<file path="src/rtl/pc_unit.sv">
// pc_unit: fetch-stage program counter with relative branches and an
// optional hardware return-address stack (RAS) for call/return.
// Optional feature macro: PC_UNIT_RAS_EN (defined = RAS built; undefined =
// call behaves as load, ret behaves as sequential increment, RAS outputs tied off).
module pc_unit #(
  parameter int unsigned      WIDTH     = 32,
  parameter int unsigned      STEP      = 4,
  parameter logic [WIDTH-1:0] RESET_VEC = '0,
  parameter int unsigned      RAS_DEPTH = 4
) (
  input  logic                         clk,
  input  logic                         reset,
  input  logic                         write_en,
  input  logic                         load,
  input  logic [WIDTH-1:0]             new_pc,
  input  logic                         branch,
  input  logic [WIDTH-1:0]             offset,
  input  logic                         call,
  input  logic                         ret,
  output logic [WIDTH-1:0]             pc,
  output logic [$clog2(RAS_DEPTH):0]   ras_count,
  output logic                         ras_empty,
  output logic                         ras_full,
  output logic                         ras_err
);

  localparam int unsigned      PW     = $clog2(RAS_DEPTH);
  localparam int unsigned      CW     = PW + 1;
  localparam logic [WIDTH-1:0] STEP_V = WIDTH'(STEP);

  typedef enum logic [2:0] {
    ACT_HOLD,
    ACT_LOAD,
    ACT_BRANCH,
    ACT_CALL,
    ACT_RET,
    ACT_SEQ
  } action_e;

  action_e          action;
  logic [WIDTH-1:0] seq_pc;
  logic [WIDTH-1:0] branch_pc;
  logic [WIDTH-1:0] ret_pc;
  logic [WIDTH-1:0] next_pc;

  assign seq_pc    = pc + STEP_V;
  assign branch_pc = pc + offset;

  // Select exactly one action per enabled cycle, by fixed priority.
  always_comb begin
    action = ACT_HOLD;
    if (write_en) begin
      if (load)        action = ACT_LOAD;
      else if (branch) action = ACT_BRANCH;
      else if (call)   action = ACT_CALL;
      else if (ret)    action = ACT_RET;
      else             action = ACT_SEQ;
    end
  end

`ifdef PC_UNIT_RAS_EN
  logic [WIDTH-1:0] stack [RAS_DEPTH];
  logic [PW-1:0]    top;
  logic [PW-1:0]    top_m1;
  logic [CW-1:0]    count;
  logic             err;
  logic             push;
  logic             pop;
  logic             underflow;
  logic             overflow;
  logic             full;

  // top indexes the next free slot; when full it also indexes the oldest
  // entry, so an overflowing push overwrites the oldest without extra logic.
  assign top_m1 = top - 1'b1;
  assign full   = (count == CW'(RAS_DEPTH));

  // Decode stack operations from the selected action.
  always_comb begin
    push      = 1'b0;
    pop       = 1'b0;
    underflow = 1'b0;
    overflow  = 1'b0;
    ret_pc    = seq_pc;
    if (action == ACT_CALL) begin
      push     = 1'b1;
      overflow = full;
    end
    if (action == ACT_RET) begin
      if (count != '0) begin
        pop    = 1'b1;
        ret_pc = stack[top_m1];
      end else begin
        underflow = 1'b1;
      end
    end
  end

  // Stack pointer, saturating count and registered error pulse.
  always_ff @(posedge clk or negedge reset) begin
    if (!reset) begin
      top   <= '0;
      count <= '0;
      err   <= 1'b0;
    end else begin
      err <= overflow | underflow;
      if (push) begin
        top <= top + 1'b1;
        if (!full) count <= count + 1'b1;
      end else if (pop) begin
        top   <= top_m1;
        count <= count - 1'b1;
      end
    end
  end

  // Stack storage; contents are don't-care after reset.
  always_ff @(posedge clk) begin
    if (push) stack[top] <= seq_pc;
  end

  assign ras_count = count;
  assign ras_empty = (count == '0);
  assign ras_full  = full;
  assign ras_err   = err;
`else
  assign ret_pc    = seq_pc;
  assign ras_count = '0;
  assign ras_empty = 1'b1;
  assign ras_full  = 1'b0;
  assign ras_err   = 1'b0;
`endif

  // Next-PC mux.
  always_comb begin
    next_pc = pc;
    case (action)
      ACT_HOLD:   next_pc = pc;
      ACT_LOAD:   next_pc = new_pc;
      ACT_BRANCH: next_pc = branch_pc;
      ACT_CALL:   next_pc = new_pc;
      ACT_RET:    next_pc = ret_pc;
      ACT_SEQ:    next_pc = seq_pc;
      default:    next_pc = pc;
    endcase
  end

  // PC register.
  always_ff @(posedge clk or negedge reset) begin
    if (!reset) pc <= RESET_VEC;
    else        pc <= next_pc;
  end

endmodule

</file>
<file path="config.mk">
export PLATFORM = sky130hd
export DESIGN_NAME = pc_unit
export DESIGN_NICKNAME = d
export VERILOG_FILES = /design/src/rtl/pc_unit.sv
export SDC_FILE = /design/constraint.sdc
export NUM_CORES = 1
export LEC_CHECK = 0
export CORE_ASPECT_RATIO = 1.1
export CORE_MARGIN = 2
export CORE_UTILIZATION = 35
export CTS_CLUSTER_SIZE = 25
export DETAILED_ROUTE_END_ITERATION = 8
export SLEW_MARGIN = 20
export SYNTH_ARGS = -nofsm -noshare
export SYNTH_HDL_FRONTEND = slang
export SYNTH_SLANG_ARGS = --single-unit
</file>
<file path="constraint.sdc">
create_clock -name clk -period 2.65 [get_ports clk]
set_input_delay 0.53 -clock clk [delete_from_list [all_inputs] [get_ports clk]]
set_output_delay 0.53 -clock clk [all_outputs]
set_load 0.05 [all_outputs]
</file>
==> After elaboration in Yosys (flattened, before gate mapping) <==
Index checks and enable logic that the tools add are counted.
{ "totals": {"reg_bits": 32, "in_bits": 71, "output_inout_bits": 38} }
{ "classes": {"add_sub_neg": 2, "eq_ne": 5, "muxes": 6, "n_reduce_logical": 3} }
{ "ops": {"columns": ["cell", "count"], "rows": [
  ["$pmux 32 s3", 1],
  ["$add 32x3->32 const B", 1],
  ["$add 32x32->32", 1],
  ["$mux 3", 4],
  ["$eq 3x2->1 const B", 2],
  ["$eq 3x3->1 const B", 2],
  ["$reduce_or 2->1", 2],
  ["$eq 3x1->1 const B", 1],
  ["$reduce_bool 3->1", 1],
  ["$mux 1", 1]
]} }

==> Logic depth before layout (Yosys ltp) <==
Gate-level depths: netlist of run 1.
{ "logic_depth": {"word_depth": 8, "ltp_mapped": 12, "mapped_depth_nobuf": 12} }

==> Least setup slack after synthesis of run 1 <==
OpenSTA, ideal clock, no wires.
{ "synth_path": {"path_kind": "flip-flop to flip-flop", "from": "register pc[0]", "to": "register pc[30]", "t_arrival_ps": 2902, "required_ps": 2515, "path_slack_ps": -387, "path_stages_with_launch": 13, "synth_period_minus_slack_ps": 3037, "path_cell_list": "dfrtp_1 ha_1 inv_1 fa_1 nor2b_1 o211ai_1 a31oi_1 nor4b_1 o31a_1 o31ai_2 a31oi_1 xor2_1 o221ai_2"} }
{ "synth_between": {"elab_chain_len": 2, "elab_cells_between_ends": 3, "cone_classes": "add/sub (2); mux (1)"} }
{ "synth_lines": {"columns": ["item", "line_no", "source"], "rows": [
  ["from (decl)", "20", "output logic [WIDTH-1:0] pc,"],
  ["from (signal assigned)", "151", "else pc <= next_pc;"],
  ["$add 32x3->32 or $add 32x32->32 (tied branches)", "46, 47", null],
  ["$pmux 32 s3 (*)", "137", "case (action)"]
]} }
Mark *: on every way between the ends. The rest lies on a longest branch, timed or not.
A chain may end at the register's enable or synchronous reset.

==> Worst setup path after layout of run 1 <==
Ends and elaborated chain as after synthesis.

==> metrics.txt, run 1 <==
P&R area growth vs syn=67.3%; ant diodes=0; area of the mapped netlist=0.00385 mm2; Data required, critical path=2800 ps; clock buffer depth=2; area share of the largest cell type after synthesis=about a fifth; asr flop ratio synth=100%; Max stage delay on crit path=about 420 ps; Syn Area/Cell=7.72 um2; max-cap violation count=0; Post-synth EDFFs=0; synth top area cells=dfrtp_1 (21%), ha_1 (10%), xnor2_1 (6.8%), a21oi_1 (6.6%), o21ai_0 (5.1%); initial antenna violation count=0; DIE WIDTH=about 100 um; Crit Path Class=flop to flop; CP most frequent cell=a31oi_2; hold violation count in the final report=0; Core ar.=0.0108 mm2; sequential-to-total area share from yosys stat=approximately 21%; clk_skew=~5.3 ps; GRT Util Overall=about a quarter; max reg flops=32; setup TNS=0 ps; final setup violation count=0; Top reg by flops=pc; Inst Count DP=833; Tcrit/Tclk final=99.6%; CP cell instances=ha_4 > inv_2 > fa_2 > nor2b_2 > o211ai_1 > a31oi_2 > nor4b_2 > o31a_1 > o31ai_4 > a31oi_2 > xor2_1 > o221ai_2; CTS Buf Count=5; Power, Total=7.67 mW; nets@finish=810; final instance area=0.00645 mm2; top_reg_cell synth=dfrtp_1; Sequential Area=between 800 and 900 um2; WHS=slightly below 600 ps; Leakage=roughly 2.7 nW; fin. max-slew vios=0; most common cell after layout, fill and taps aside=buf_4; post-route ant nets=0; Unique masters post-synth=just over 60; post-route DRC violation count=0; most frequent cells in the layout=buf_4 (123), clkdlybuf4s50_1 (87), nor2_1 (46); final cell count without fillers=~850; Hold Crit Class=flop to flop; largest registers=pc (32); CTS tree=built; largest net degree at the start of global routing=33; initial core utilization=35.6%; Mapped Cells=around 500; Die H=between 100 and 150 um; post-layout util=59.6%; Setup Slack @ Placement=-777 ps; Die ar.=about 0.012 mm2; WL final=between 15,000 and 20,000 um; status=complete, no violations; Synth area leader=dfrtp_1; number of synthesized register bits=32; Worst-Skew Late Latency=approximately 290 ps; DRT Pass-1 Iters=5; total gr overflow=0; fin crit period=between 2000 and 3000 ps; CTS clk-pin slew, worst paths=~60 ps; VDD IR-drop max=a little over 600 uV; fmax=around 380 MHz; layout cells sized above 1=roughly a third; arrival time worst endpoint=2790 ps; Crit-path slowest cell=dfrtp_2; Slew @ Worst Pin=between 800 and 900 ps; Power Density=between 1000 and 1500 mW/mm2; clk root buf=clkbuf_16; RSZ-0062 raised after global routing=true; Worst setup SP type=flop; Vias=approximately 4.8k; vias in the first global route=around 4.8k; worst-path fanout max=2; Ys Warns=0; Via density=between 5 and 6; clock sinks=32; Initial DRC Count=245; Multi-input gate area=approximately 0.0033 mm2; DP HPWL=approximately 11,000 um; # fillers=between 900 and 1k; Placer Congestion=around 0.94; I/O Buffers=102; CP Capture Type=flop; final setup margin=roughly 11 ps; num ports=~110; Placement Rows=40; instance area at placement=approximately 0.0058 mm2; CTS HTree Levels=2; drt wl/cell=roughly 18 um; Slew headroom=44.7%; first-pass GRT wire length=23,900 um
[synth_stat cells (2+ instances only)]
cell / number
a21oi_1: 51
nor2_1: 47
nand2_1: 43
o21ai_0: 39
dfrtp_1: 32
ha_1: 32
xnor2_1: 30
clkbuf_1: 23
a21o_1: 19
nand3_1: 17
inv_1: 15
a222oi_1: 11
and3_1: 10
nor3_1: 9
a221oi_1: 8
a22oi_1: 8
a31oi_1: 7
xor2_1: 7
buf_4: 6
nor2b_1: 6
a22o_1: 5
a211oi_1: 4
nand4_1: 4
o31ai_1: 4
and3_4: 3
and4_1: 3
nand2b_1: 3
o211ai_1: 3
o21ai_1: 3
o221ai_1: 3
o31a_1: 3
a221o_1: 2
a41oi_1: 2
conb_1: 2
mux2i_1: 2
nor3b_1: 2
nor4_4: 2
o2111ai_1: 2
o21a_1: 2
o311ai_0: 2
or2_2: 2
[logic make-up after synthesis]
kind of cell	share of synthesized area [%]
adders and majority gates	10.9
AOI/OAI and AO/OA	32.0
DFF	20.8
buffers and inverters	5.00
muxes	0.812
and+or+nand+nor	21.9
xor gates and xnor gates	8.41
other	0.195
[final timing paths]
path,to,start,cells past startpoint,slack (ps)
min reg2reg,pc[13],pc[13],2,590
max reg2reg,pc[30],pc[0],12,10
max in group asynchronous,pc[10],reset,2,1590
min in group asynchronous,pc[5],reset,2,680
min,pc[13],pc[13],2,590
max,pc[30],pc[0],12,10
[timing repair]
| item | CTS | global route |
|---|---|---|
| gates resized for setup | 66 | 38 |
| hold buffers | 0 | 0 |
| pin swaps | 43 | 48 |
| cloned | 0 | 0 |
| endpoints found under the setup margin | 24 | 21 |
| setup buffers | 13 | 2 |
[critical path: cells and delay by family (launching register included)]
kind | cells | cell delay, ps
compound gates | 6 | 1060
flops | 1 | 420
simple gates | 2 | 400
fa+ha+maj | 2 | 350
xor+xnor | 1 | 220
buf+inv | 1 | 50
[report_power, final]
group	total, mW	switching (mW)	internal [mW]	leakage (nW)
sequential	1.09	0.371	0.724	0.361
clock	0.607	0.257	0.350	0.0660
combinational	5.97	3.18	2.79	2.30
total	7.67	3.81	3.87	2.72
[layout make-up]
type	count	area share (%)
clock inverter	3	0.369
inverter	15	0.873
tap	147	2.85
multi-input combinational	426	51.5
sequential	32	12.7
clock buffer	5	1.94
timing repair buffer	226	29.8
[metal layers]
metal | global-route usage, % | share of wire (%) | wire length [um]
met5 | 0 | 0 | 0
met4 | 8.29 | 2.8 | 418
met3 | 4.72 | 5.5 | 831
met2 | 46.1 | 50 | 7620
met1 | 29.4 | 42 | 6310
(Power assumes the default switching activity.)
==> run 2, diff against run 1 <==
Settings changed: CORE_UTILIZATION 35 to 45, PLACE_DENSITY set to 0.79.
==> run 2 against run 1 <==
The flow now finishes with violations (setup timing); utilization is 16 points higher; via count is 5.6% higher; worst hold slack better by 16 ps; fmax is 4.1% lower; clock power is 30% lower; sequential cell count stayed put; sequential power hardly changed; first-iteration DRC count is 34% higher; total power is 2.8% lower; die area is 21% lower; sequential share of layout area is 0.25 points higher; global-route usage is 6.9 points higher; highest routed layer unchanged.
==> metrics.txt, run 2 (synthesis results as in run 1) <==
Top reg by flops=pc; WHS=approximately 600 ps; drt wl/cell=19.1 um; total gr overflow=0; Worst setup SP type=flop; CP endpoint=pc[30]; Placement Rows=35; Crit Path Class=flop to flop; Die ar.=around 0.0093 mm2; DP HPWL=10,900 um; sequential share of power=roughly 14%; nets@finish=roughly 800; final cell count without fillers=between 800 and 900; fin. max-slew vios=0; P&R area growth vs syn=63.5%; Setup Slack @ Placement=-769 ps; Leakage=between 2 and 3 nW; Comb pwr share=around four fifths; Inst Count DP=789; Power Density=~1200 mW/mm2; largest net degree at the start of global routing=56; I/O Buffers=102; CTS tree=built; final instance area=about 0.0063 mm2; Core ar.=around 0.0084 mm2; Die H=just over 100 um; hold violation count in the final report=0; Clock Power Share=under 10%; CP Capture Type=flop; clk root buf=clkbuf_8; hold_buf cts=0; CTS Buf Count=5; Worst Setup SP=pc[0]; VDD IR-drop max=737 uV; max-cap violation count=0; worst-path fanout max=3; num ports=between 100 and 150; CTS clk-pin slew, worst paths=90 ps; most frequent cells in the layout=buf_4 (116), clkdlybuf4s50_1 (86), nor2_1 (45); Placer Congestion=roughly 0.98; Hold Crit Class=flop to flop; max reg flops=32; clock buffer depth=2; Worst-Skew Late Latency=roughly 300 ps; initial antenna violation count=0; Initial DRC Count=329; DIE WIDTH=between 90 and 100 um; Tcrit/Tclk final=104%; Power, Total=7.46 mW; RR Endpoint=pc[30]; Data required, critical path=around 2800 ps; final setup violation count=8; Hold Path Cell Cnt=2; internal power=approximately 3.6 mW; post-route DRC violation count=0; final setup margin=-103 ps; Net Sw Power=between 3 and 4 mW; Slew @ Worst Pin=1070 ps; layout cells sized above 1=between 30% and 40%; Slew headroom=28.6%; fin crit period=~2800 ps; CTS HTree Levels=2; clk_skew=16.0 ps; violated checks=setup timing; status=finished with violations; first-pass GRT wire length=approximately 24,000 um; Via density=roughly 6.2; worst r2r path cells=12; WL final=~16,000 um; DRT Pass-1 Iters=6; Vias=around 5.0k; R2R Setup Slk=-100 ps; worst reg2reg path startpoint=pc[0]; fmax=roughly 360 MHz; initial core utilization=about 46%; RSZ-0062 raised after global routing=true; switching share of power=about half; clock sinks=32; GRT Util Overall=approximately a third; post-route ant nets=0; largest registers=pc (32); most common cell after layout, fill and taps aside=buf_4; arrival time worst endpoint=approximately 2900 ps; instance area at placement=between 0.005 and 0.006 mm2; vias in the first global route=roughly 5.2k; ant diodes=0
[run 2: per-layer routing]
| metal | part of all wire (%) | GRT usage, % | wire length [um] | vias to the layer above |
|---|---|---|---|---|
| met5 | 0 | 0 | 0 | - |
| met4 | 3.8 | 14.9 | 588 | 0 |
| met3 | 8.8 | 5.46 | 1370 | 68 |
| met2 | 50 | 57.7 | 7700 | 325 |
| met1 | 38 | 36.9 | 5890 | 2354 |
| li1 | - | - | - | 2275 |
[run 2: timing repair]
item / CTS / global route
buffers inserted: 6 / 10
resized for setup: 63 / 34
pin swaps: 40 / 40
setup endpoints to repair: 23 / 19
[run 2: final cells by class]
type / instances / area [um2]
Tap cell: 111 / 139
Fill cell: 612 / 2060
Multi-Input combinational cell: 426 / 3300
Clock buffer: 6 / 82.6
Clock inverter: 2 / 10.0
Inverter: 15 / 56.3
Sequential cell: 32 / 816
Timing Repair Buffer: 220 / 1900
[run 2: worst min-delay path by stage]
stage / startpoint / endpoint / slack, ps
after floorplan: reset / pc[0] / 230
after detailed placement: pc[13] / pc[13] / 580
after global routing: pc[31] / pc[31] / 630
after global placement: pc[13] / pc[13] / 570
after CTS: pc[31] / pc[31] / 610
final: pc[13] / pc[13] / 600
[run 2: power groups by stage]
stage	clock [mW]	combinational, mW	sequential (mW)
6_report	0.425	5.96	1.08
5_1_grt	0.441	6.32	1.11
4_1_cts	0.421	5.52	1.06
3_5_place_dp	0	5.16	1.03
3_3_place_gp	0	5.03	1.02
2_1_floorplan	0	2.35	1.82
[run 2: metrics by stage]
step,setup TNS [ps],util [%]
after floorplan,-124,-
after global placement,-12100,68.5
after detailed placement,-13580,68.5
after CTS,-191,72.8
after global routing,-1530,75.3
final,-341,75.3
[run 2: critical path, stage by stage (launching register included)]
cell,delay [ps]
dfrtp_2,390
ha_4,140
inv_2,30
fa_2,360
nor2b_2,160
o211ai_1,140
a31oi_2,320
nor4b_2,100
o31a_1,300
o31ai_4,240
a31oi_1,140
xor2_1,180
o221ai_2,110
